File: config.mk
export PLATFORM = sky130hd
export DESIGN_NAME = disp_scan_ctrl
export DESIGN_NICKNAME = d
export VERILOG_FILES = /design/src/rtl/disp_pkg.sv /design/src/rtl/disp_scan_ctrl_bcd_to_seg7.sv /design/src/rtl/disp_scan_ctrl.sv
export SDC_FILE = /design/constraint.sdc
export NUM_CORES = 1
export LEC_CHECK = 0
export ABC_CLOCK_PERIOD_IN_PS = 2800
export CORE_MARGIN = 2
export CORE_UTILIZATION = 24
export DETAILED_ROUTE_END_ITERATION = 8
export GPL_TIMING_DRIVEN = 0
export PLACE_DENSITY = 0.44
export SYNTH_ARGS = -nofsm -noshare
export SYNTH_HDL_FRONTEND = slang
export SYNTH_SLANG_ARGS = --single-unit
File: constraint.sdc
create_clock -name i_clk -period 2.8 [get_ports i_clk]
set_input_delay 0.56 -clock i_clk [delete_from_list [all_inputs] [get_ports i_clk]]
set_output_delay 0.56 -clock i_clk [all_outputs]
set_load 0.005 [all_outputs]
File: src/rtl/disp_pkg.sv
// Shared constants for the multiplexed seven-segment scan controller:
// segment patterns, scan state encoding and brightness step count.
package disp_pkg;

  localparam int STEPS = 16;

  localparam logic [6:0] SEG_0     = 7'h3F;
  localparam logic [6:0] SEG_1     = 7'h06;
  localparam logic [6:0] SEG_2     = 7'h5B;
  localparam logic [6:0] SEG_3     = 7'h4F;
  localparam logic [6:0] SEG_4     = 7'h66;
  localparam logic [6:0] SEG_5     = 7'h6D;
  localparam logic [6:0] SEG_6     = 7'h7D;
  localparam logic [6:0] SEG_7     = 7'h07;
  localparam logic [6:0] SEG_8     = 7'h7F;
  localparam logic [6:0] SEG_9     = 7'h6F;
  localparam logic [6:0] SEG_BLANK = 7'h00;

  typedef enum logic {
    ST_BLANK = 1'b0,
    ST_ON    = 1'b1
  } state_t;

  // Counter width for a count of n states, never below one bit.
  function automatic int cw(input int n);
    return (n > 1) ? $clog2(n) : 1;
  endfunction

endpackage

File: src/rtl/disp_scan_ctrl_bcd_to_seg7.sv
// BCD to active-high {g,f,e,d,c,b,a} segment decoder.
// Codes 10..15 render as a blank digit.
module bcd_to_seg7
  import disp_pkg::*;
(
  input  logic [3:0] i_bcd,
  output logic [6:0] o_seg
);

  always_comb begin
    o_seg = SEG_BLANK;
    case (i_bcd)
      4'd0:    o_seg = SEG_0;
      4'd1:    o_seg = SEG_1;
      4'd2:    o_seg = SEG_2;
      4'd3:    o_seg = SEG_3;
      4'd4:    o_seg = SEG_4;
      4'd5:    o_seg = SEG_5;
      4'd6:    o_seg = SEG_6;
      4'd7:    o_seg = SEG_7;
      4'd8:    o_seg = SEG_8;
      4'd9:    o_seg = SEG_9;
      default: o_seg = SEG_BLANK;
    endcase
  end

endmodule

File: src/rtl/disp_scan_ctrl.sv
// Seven-segment scan controller: slot sequencing with blanking, PWM
// brightness, per-digit blink and frame-synchronous double buffering.
module disp_scan_ctrl
  import disp_pkg::*;
#(
  parameter int DIGITS       = 3,
  parameter int BLANK_CNT    = 16,
  parameter int STEP_CNT     = 64,
  parameter int BLINK_FRAMES = 256
) (
  input  logic                  i_clk,
  input  logic                  rst_n,
  input  logic [4*DIGITS-1:0]   i_digits,
  input  logic [DIGITS-1:0]     i_dp,
  input  logic [DIGITS-1:0]     i_blink_mask,
  input  logic                  i_upd_valid,
  output logic                  o_upd_ready,
  input  logic [3:0]            i_bright,
  output logic [DIGITS-1:0]     o_digit_en,
  output logic [6:0]            o_seg,
  output logic                  o_dp,
  output logic                  o_frame_start
);

  localparam int CMAX =
    (BLANK_CNT > STEP_CNT) ? BLANK_CNT : STEP_CNT;
  localparam int CW = cw(CMAX);
  localparam int SW = cw(DIGITS);
  localparam int FW = cw(BLINK_FRAMES);

  localparam logic [CW-1:0] BLANK_LAST = CW'(BLANK_CNT - 1);
  localparam logic [CW-1:0] STEP_LAST  = CW'(STEP_CNT - 1);
  localparam logic [SW-1:0] SLOT_LAST  = SW'(DIGITS - 1);
  localparam logic [FW-1:0] FRAME_LAST = FW'(BLINK_FRAMES - 1);
  localparam logic [3:0]    STEP_MAX   = 4'(STEPS - 1);

  state_t            state_q, state_d;
  logic              started_q, started_d;
  logic [SW-1:0]     slot_q, slot_d;
  logic [CW-1:0]     cnt_q, cnt_d;
  logic [3:0]        step_q, step_d;
  logic [3:0]        bright_q, bright_d;
  logic [FW-1:0]     fcnt_q, fcnt_d;
  logic              phase_q, phase_d;

  logic [4*DIGITS-1:0] act_dig_q, act_dig_d;
  logic [DIGITS-1:0]   act_dp_q, act_dp_d;
  logic [DIGITS-1:0]   act_mask_q, act_mask_d;
  logic [4*DIGITS-1:0] pend_dig_q, pend_dig_d;
  logic [DIGITS-1:0]   pend_dp_q, pend_dp_d;
  logic [DIGITS-1:0]   pend_mask_q, pend_mask_d;
  logic                upd_ready_q, upd_ready_d;

  logic [DIGITS-1:0] digit_en_q, digit_en_d;
  logic [6:0]        seg_q, seg_d;
  logic              dp_q, dp_d;
  logic              frame_start_q, frame_start_d;

  logic              step_start;
  logic              frame_wrap;
  logic [3:0]        dig_mux;
  logic [6:0]        dec_seg;
  logic              lit;

  always_comb begin
    state_d       = state_q;
    slot_d        = slot_q;
    cnt_d         = cnt_q;
    step_d        = step_q;
    started_d     = 1'b1;
    frame_start_d = 1'b0;
    frame_wrap    = 1'b0;
    step_start    = 1'b0;
    // First edge after reset enters slot 0 BLANK as a frame boundary
    if (!started_q) begin
      state_d       = ST_BLANK;
      slot_d        = '0;
      cnt_d         = '0;
      step_d        = '0;
      frame_start_d = 1'b1;
    end else begin
      unique case (state_q)
        ST_BLANK: begin
          if (cnt_q == BLANK_LAST) begin
            state_d    = ST_ON;
            cnt_d      = '0;
            step_d     = '0;
            step_start = 1'b1;
          end else begin
            cnt_d = cnt_q + 1'b1;
          end
        end
        ST_ON: begin
          if (cnt_q != STEP_LAST) begin
            cnt_d = cnt_q + 1'b1;
          end else begin
            cnt_d = '0;
            if (step_q != STEP_MAX) begin
              step_d     = step_q + 1'b1;
              step_start = 1'b1;
            end else begin
              state_d = ST_BLANK;
              step_d  = '0;
              if (slot_q == SLOT_LAST) begin
                slot_d        = '0;
                frame_start_d = 1'b1;
                frame_wrap    = 1'b1;
              end else begin
                slot_d = slot_q + 1'b1;
              end
            end
          end
        end
        default: ;
      endcase
    end
  end

  always_comb begin
    fcnt_d   = fcnt_q;
    phase_d  = phase_q;
    bright_d = step_start ? i_bright : bright_q;
    if (frame_wrap) begin
      if (fcnt_q == FRAME_LAST) begin
        fcnt_d  = '0;
        phase_d = ~phase_q;
      end else begin
        fcnt_d = fcnt_q + 1'b1;
      end
    end
  end

  always_comb begin
    act_dig_d   = act_dig_q;
    act_dp_d    = act_dp_q;
    act_mask_d  = act_mask_q;
    pend_dig_d  = pend_dig_q;
    pend_dp_d   = pend_dp_q;
    pend_mask_d = pend_mask_q;
    upd_ready_d = upd_ready_q;
    // Pending full implies ready low, so promotion and capture never overlap
    if (frame_start_q && !upd_ready_q) begin
      act_dig_d   = pend_dig_q;
      act_dp_d    = pend_dp_q;
      act_mask_d  = pend_mask_q;
      upd_ready_d = 1'b1;
    end else if (i_upd_valid && upd_ready_q) begin
      pend_dig_d  = i_digits;
      pend_dp_d   = i_dp;
      pend_mask_d = i_blink_mask;
      upd_ready_d = 1'b0;
    end
  end

  assign dig_mux = act_dig_d[{slot_d, 2'b00} +: 4];

  bcd_to_seg7 u_dec (
    .i_bcd (dig_mux),
    .o_seg (dec_seg)
  );

  always_comb begin
    lit = (state_d == ST_ON)
        && (step_d <= bright_d)
        && !(phase_d && act_mask_d[slot_d]);
    digit_en_d = lit ? (DIGITS'(1) << slot_d) : '0;
    seg_d      = (state_d == ST_ON) ? dec_seg : SEG_BLANK;
    dp_d       = (state_d == ST_ON) && act_dp_d[slot_d];
  end

  always_ff @(posedge i_clk or negedge rst_n) begin
    if (!rst_n) begin
      state_q       <= ST_BLANK;
      started_q     <= 1'b0;
      slot_q        <= '0;
      cnt_q         <= '0;
      step_q        <= '0;
      bright_q      <= '0;
      fcnt_q        <= '0;
      phase_q       <= 1'b0;
      act_dig_q     <= '1;
      act_dp_q      <= '0;
      act_mask_q    <= '0;
      pend_dig_q    <= '1;
      pend_dp_q     <= '0;
      pend_mask_q   <= '0;
      upd_ready_q   <= 1'b1;
      digit_en_q    <= '0;
      seg_q         <= '0;
      dp_q          <= 1'b0;
      frame_start_q <= 1'b0;
    end else begin
      state_q       <= state_d;
      started_q     <= started_d;
      slot_q        <= slot_d;
      cnt_q         <= cnt_d;
      step_q        <= step_d;
      bright_q      <= bright_d;
      fcnt_q        <= fcnt_d;
      phase_q       <= phase_d;
      act_dig_q     <= act_dig_d;
      act_dp_q      <= act_dp_d;
      act_mask_q    <= act_mask_d;
      pend_dig_q    <= pend_dig_d;
      pend_dp_q     <= pend_dp_d;
      pend_mask_q   <= pend_mask_d;
      upd_ready_q   <= upd_ready_d;
      digit_en_q    <= digit_en_d;
      seg_q         <= seg_d;
      dp_q          <= dp_d;
      frame_start_q <= frame_start_d;
    end
  end

  assign o_digit_en    = digit_en_q;
  assign o_seg         = seg_q;
  assign o_dp          = dp_q;
  assign o_frame_start = frame_start_q;
  assign o_upd_ready   = upd_ready_q;

endmodule

==> flow_metrics.py <==
metrics = {
    "critical_path": {
        "cpPeakStageDelay_ps": 500,
        "crit_buf_inv": 3,
        "path_class": "reg -> reg",
        "end_kind": "flop",
        "r2r_slack_ps": 100,
        "cp-start-kind": "flop",
        "worstPathMaxFanout": 7,
        "cp.required_ps": 3050,
        "crit_top_cell": "buf_4",
        "setup.worst_path.start": "step_q[1]",
        "crit_cells": 11,
        "crit_family": "compound AO/OA/AOI/OAI gates",
        "worst-r2r-cell-count": 11,
        "crit_slowest_cell": "a211oi_4",
        "crit_path_end": "o_seg[0]",
        "r2r-end": "o_seg[0]",
        "crit_chain": "ha_4 > and3_1 > buf_6 > nand4_2 > a211oi_4 > a32oi_2 > buf_4 > buf_4 > ha_1 > nand3b_1 > a31oi_1",
        "crit_arrival_ps": 2960,
        "reg2reg_from": "step_q[1]",
    },
    "timing": {
        "fin_setup_tns_ps": 0,
        "period_minus_slack_ps": 2702,
        "tightestPinTransition_ps": 739.6,
        "finalMaxSlewViolations": 0,
        "hold_violations": 0,
        "post-route-period-util": 0.9651,
        "maxSlewHeadroom": 0.5029,
        "hold_ws_ps": 145.0,
        "max_freq_ghz": 0.3701,
        "setup_violations": 0,
        "finClkSkew_ps": 5.244,
    },
    "clock_network": {
        "cts_made_buffers": 9,
        "cts_tree": "yes",
        "root_buffer": "clkbuf_16",
        "cts.htree.levels": 3,
        "clock_latency_ps": 340,
        "holdBufCountCts": 0,
        "clk_pin_slew_worst_paths_ps": 60,
        "cts_max_path_buffers": 2,
        "clock_sinks": 76,
    },
    "synthesis": {
        "synth-edff-count": 0,
        "synth_top_cell_by_area": "dfrtp_1",
        "synthArstFlopShare": 1.000,
        "ys_seq_area_frac": 0.4987,
        "synth_nets": 368,
        "syn_inst": 331,
        "avgSynthCellArea_um2": 11.71,
        "synth.distinct_cells": 63,
        "synth_most_common_cell": "dfrtp_1",
        "ys_top_cells_by_area": "dfrtp_1, dfstp_2, mux2_2, ha_1, nand2_1",
        "synth_top_area_share": 0.3292,
        "synth_common_cells": "dfrtp_1, mux2_2, nand2_1",
        "synth.ff_latch_count": 76,
        "syn_area_um2": 3876,
        "synth_flop_cell": "dfrtp_1",
        "yosysWarningCount": 0,
    },
    "floorplan": {
        "dieWidth_um": 131.1,
        "fp.coreArea_um2": 15830,
        "num_rows": 46,
        "chipHeight_um": 131.1,
        "dieArea_um2": 17180,
        "initial_core_util": 0.2449,
        "pin_count": 38,
    },
    "place": {
        "gp_congestion": 0.7716,
        "io_buffers": 37,
        "dpl_cell_area_um2": 4547,
        "dp_hpwl_um": 6146,
    },
    "global_route": {
        "grt_max_degree": 49,
        "gr-total-overflow": 0,
        "grt_pass1_vias": 2736,
        "grt_use_total": 0.1044,
        "grt_pass1_wl_um": 13670,
        "antenna_found_initial": 0,
    },
    "pwr": {
        "p_sw_frac": 0.2521,
        "power_frac_comb": 0.195,
        "power.net_switching_uw": 864.9,
        "leakagePower_nw": 2.094,
        "power.density_nw_per_um2": 671.7,
        "power.share.sequential": 0.414,
        "internal-power_mw": 2.566,
        "peakVddDrop_mv": 0.2671,
        "p_clk_frac": 0.391,
    },
    "layout": {
        "areaGrowthSynthToFinish_pct": 31.79,
        "layout.nets": 428,
        "diodes": 0,
        "drive_above_1_share": 0.3283,
        "fin_area_um2": 5109,
    },
    "detailed_routing": {
        "totalWireLength_um": 8526,
        "routed-via-count": 2693,
        "drtAntennaViolNets": 0,
        "dr.pass1.iters": 4,
        "drc_errors": 0,
        "drt-initial-drc-count": 144,
        "wl_per_cell_um": 13.93,
        "drt-vias-per-instance": 4.400,
    },
    "status": {
        "status": "complete, no violations",
    },
    "flow_run": {
        "maxCapViolations": 0,
    },
    "worst_hold_path": {
        "hold_class": "in -> async",
    },
}
worst register-to-register path: cells and delay by family, from the launching register on:
family	cells	cell delay, ps
adders and majority gates	2	360
and+or+nand+nor	3	480
AOI/OAI and AO/OA	3	900
DFF	1	430
buffers and inverters	3	460
cell families after synthesis:
logic type,count (synthesis),share of synthesized area
AO/OA/AOI/OAI,67,0.1349
XOR/XNOR,7,0.01582
adder cells (fa/ha/maj),12,0.03873
buffers and inverters,36,0.05778
flip-flops,76,0.4987
multiplexers,42,0.1194
other,1,0.0009674
AND/OR/NAND/NOR,90,0.1336
what timing repair did:
action                                  in CTS  in global routing
pin swaps                                    2                  5
hold endpoints to repair                     0                  0
buffers inserted                             5                  6
endpoints found under the setup margin      10                 10
resized for setup                           11                 13
stage by stage:
step	instances	setup slack, ps	util	power [mW]
after floorplan	331	75.08	-	1.866
after detailed placement	585	-369.4	0.2873	2.067
after global placement	584	-1509	0.2857	2.046
after global routing	612	-18.05	0.3228	3.621
final	612	97.67	0.3228	3.431
after CTS	606	15.87	0.3153	3.447
registers in the layout (all words and copies together), names as in the netlist:
signal	count
o_upd_ready	1
act_mask_q	3
phase_q	1
pend_dig_q	12
slot_q	2
o_frame_start	1
fcnt_q	8
o_seg	7
act_dig_q	12
state_q	1
cnt_q	6
o_digit_en	3
started_q	1
step_q	4
o_dp	1
pend_dp_q	3
pend_mask_q	3
act_dp_q	3
bright_q	4
worst min path at each step:
stage / slack (ps) / to / cells past startpoint / from
3_5_place_dp: 480 / fcnt_q[6] / 1 / fcnt_q[6]
4_1_cts: 150 / pend_dp_q[2] / 1 / rst_n
6_report: 150 / pend_dp_q[2] / 1 / rst_n
5_1_grt: 170 / pend_dp_q[2] / 1 / rst_n
2_1_floorplan: 260 / act_dp_q[0] / 0 / rst_n
3_3_place_gp: 440 / cnt_q[0] / 1 / cnt_q[0]
routing by layer:
metal | GRT usage | wire length (um) | part of all wire
met3 | 0.02232 | 295 | 0.035
met4 | 0.05319 | 198 | 0.023
met5 | 0 | 0 | 0
met1 | 0.1347 | 3994 | 0.47
met2 | 0.1655 | 4037 | 0.47
cell type report:
class                   count  area, um2
well taps                 216      270.3
clock inverters             7      122.6
multi-input cells         219       1833
flip-flops and latches     76       1934
inverters                  20      76.32
repair buffers             49      490.5
plain buffers              16      156.4
fillers                  1590      10720
clock buffers               9      225.2
cell usage in the layout, fill, tap and decap left out, drive strengths merged, types with 4 or more instances in the layout:
| cell | n |
|---|---|
| a21oi | 13 |
| a221o | 4 |
| a31oi | 4 |
| a32oi | 10 |
| and3 | 4 |
| buf | 25 |
| clkbuf | 13 |
| clkdlybuf4s50 | 36 |
| dfrtp | 51 |
| dfstp | 25 |
| ha | 12 |
| inv | 20 |
| mux2 | 34 |
| mux2i | 8 |
| nand2 | 26 |
| nand2b | 4 |
| nand3 | 12 |
| nand3b | 7 |
| nor2 | 15 |
| nor3 | 5 |
| o21ai | 13 |
| o31ai | 4 |
| xnor2 | 4 |
power groups by stage:
stage	clock, mW	sequential, mW	combinational, mW
after global placement	0	1.43	0.615
after floorplan	0	1.41	0.455
after detailed placement	0	1.43	0.632
final	1.34	1.42	0.671
after CTS	1.38	1.42	0.646
after global routing	1.44	1.44	0.742
Note: power is estimated with default switching activity, not from simulation.
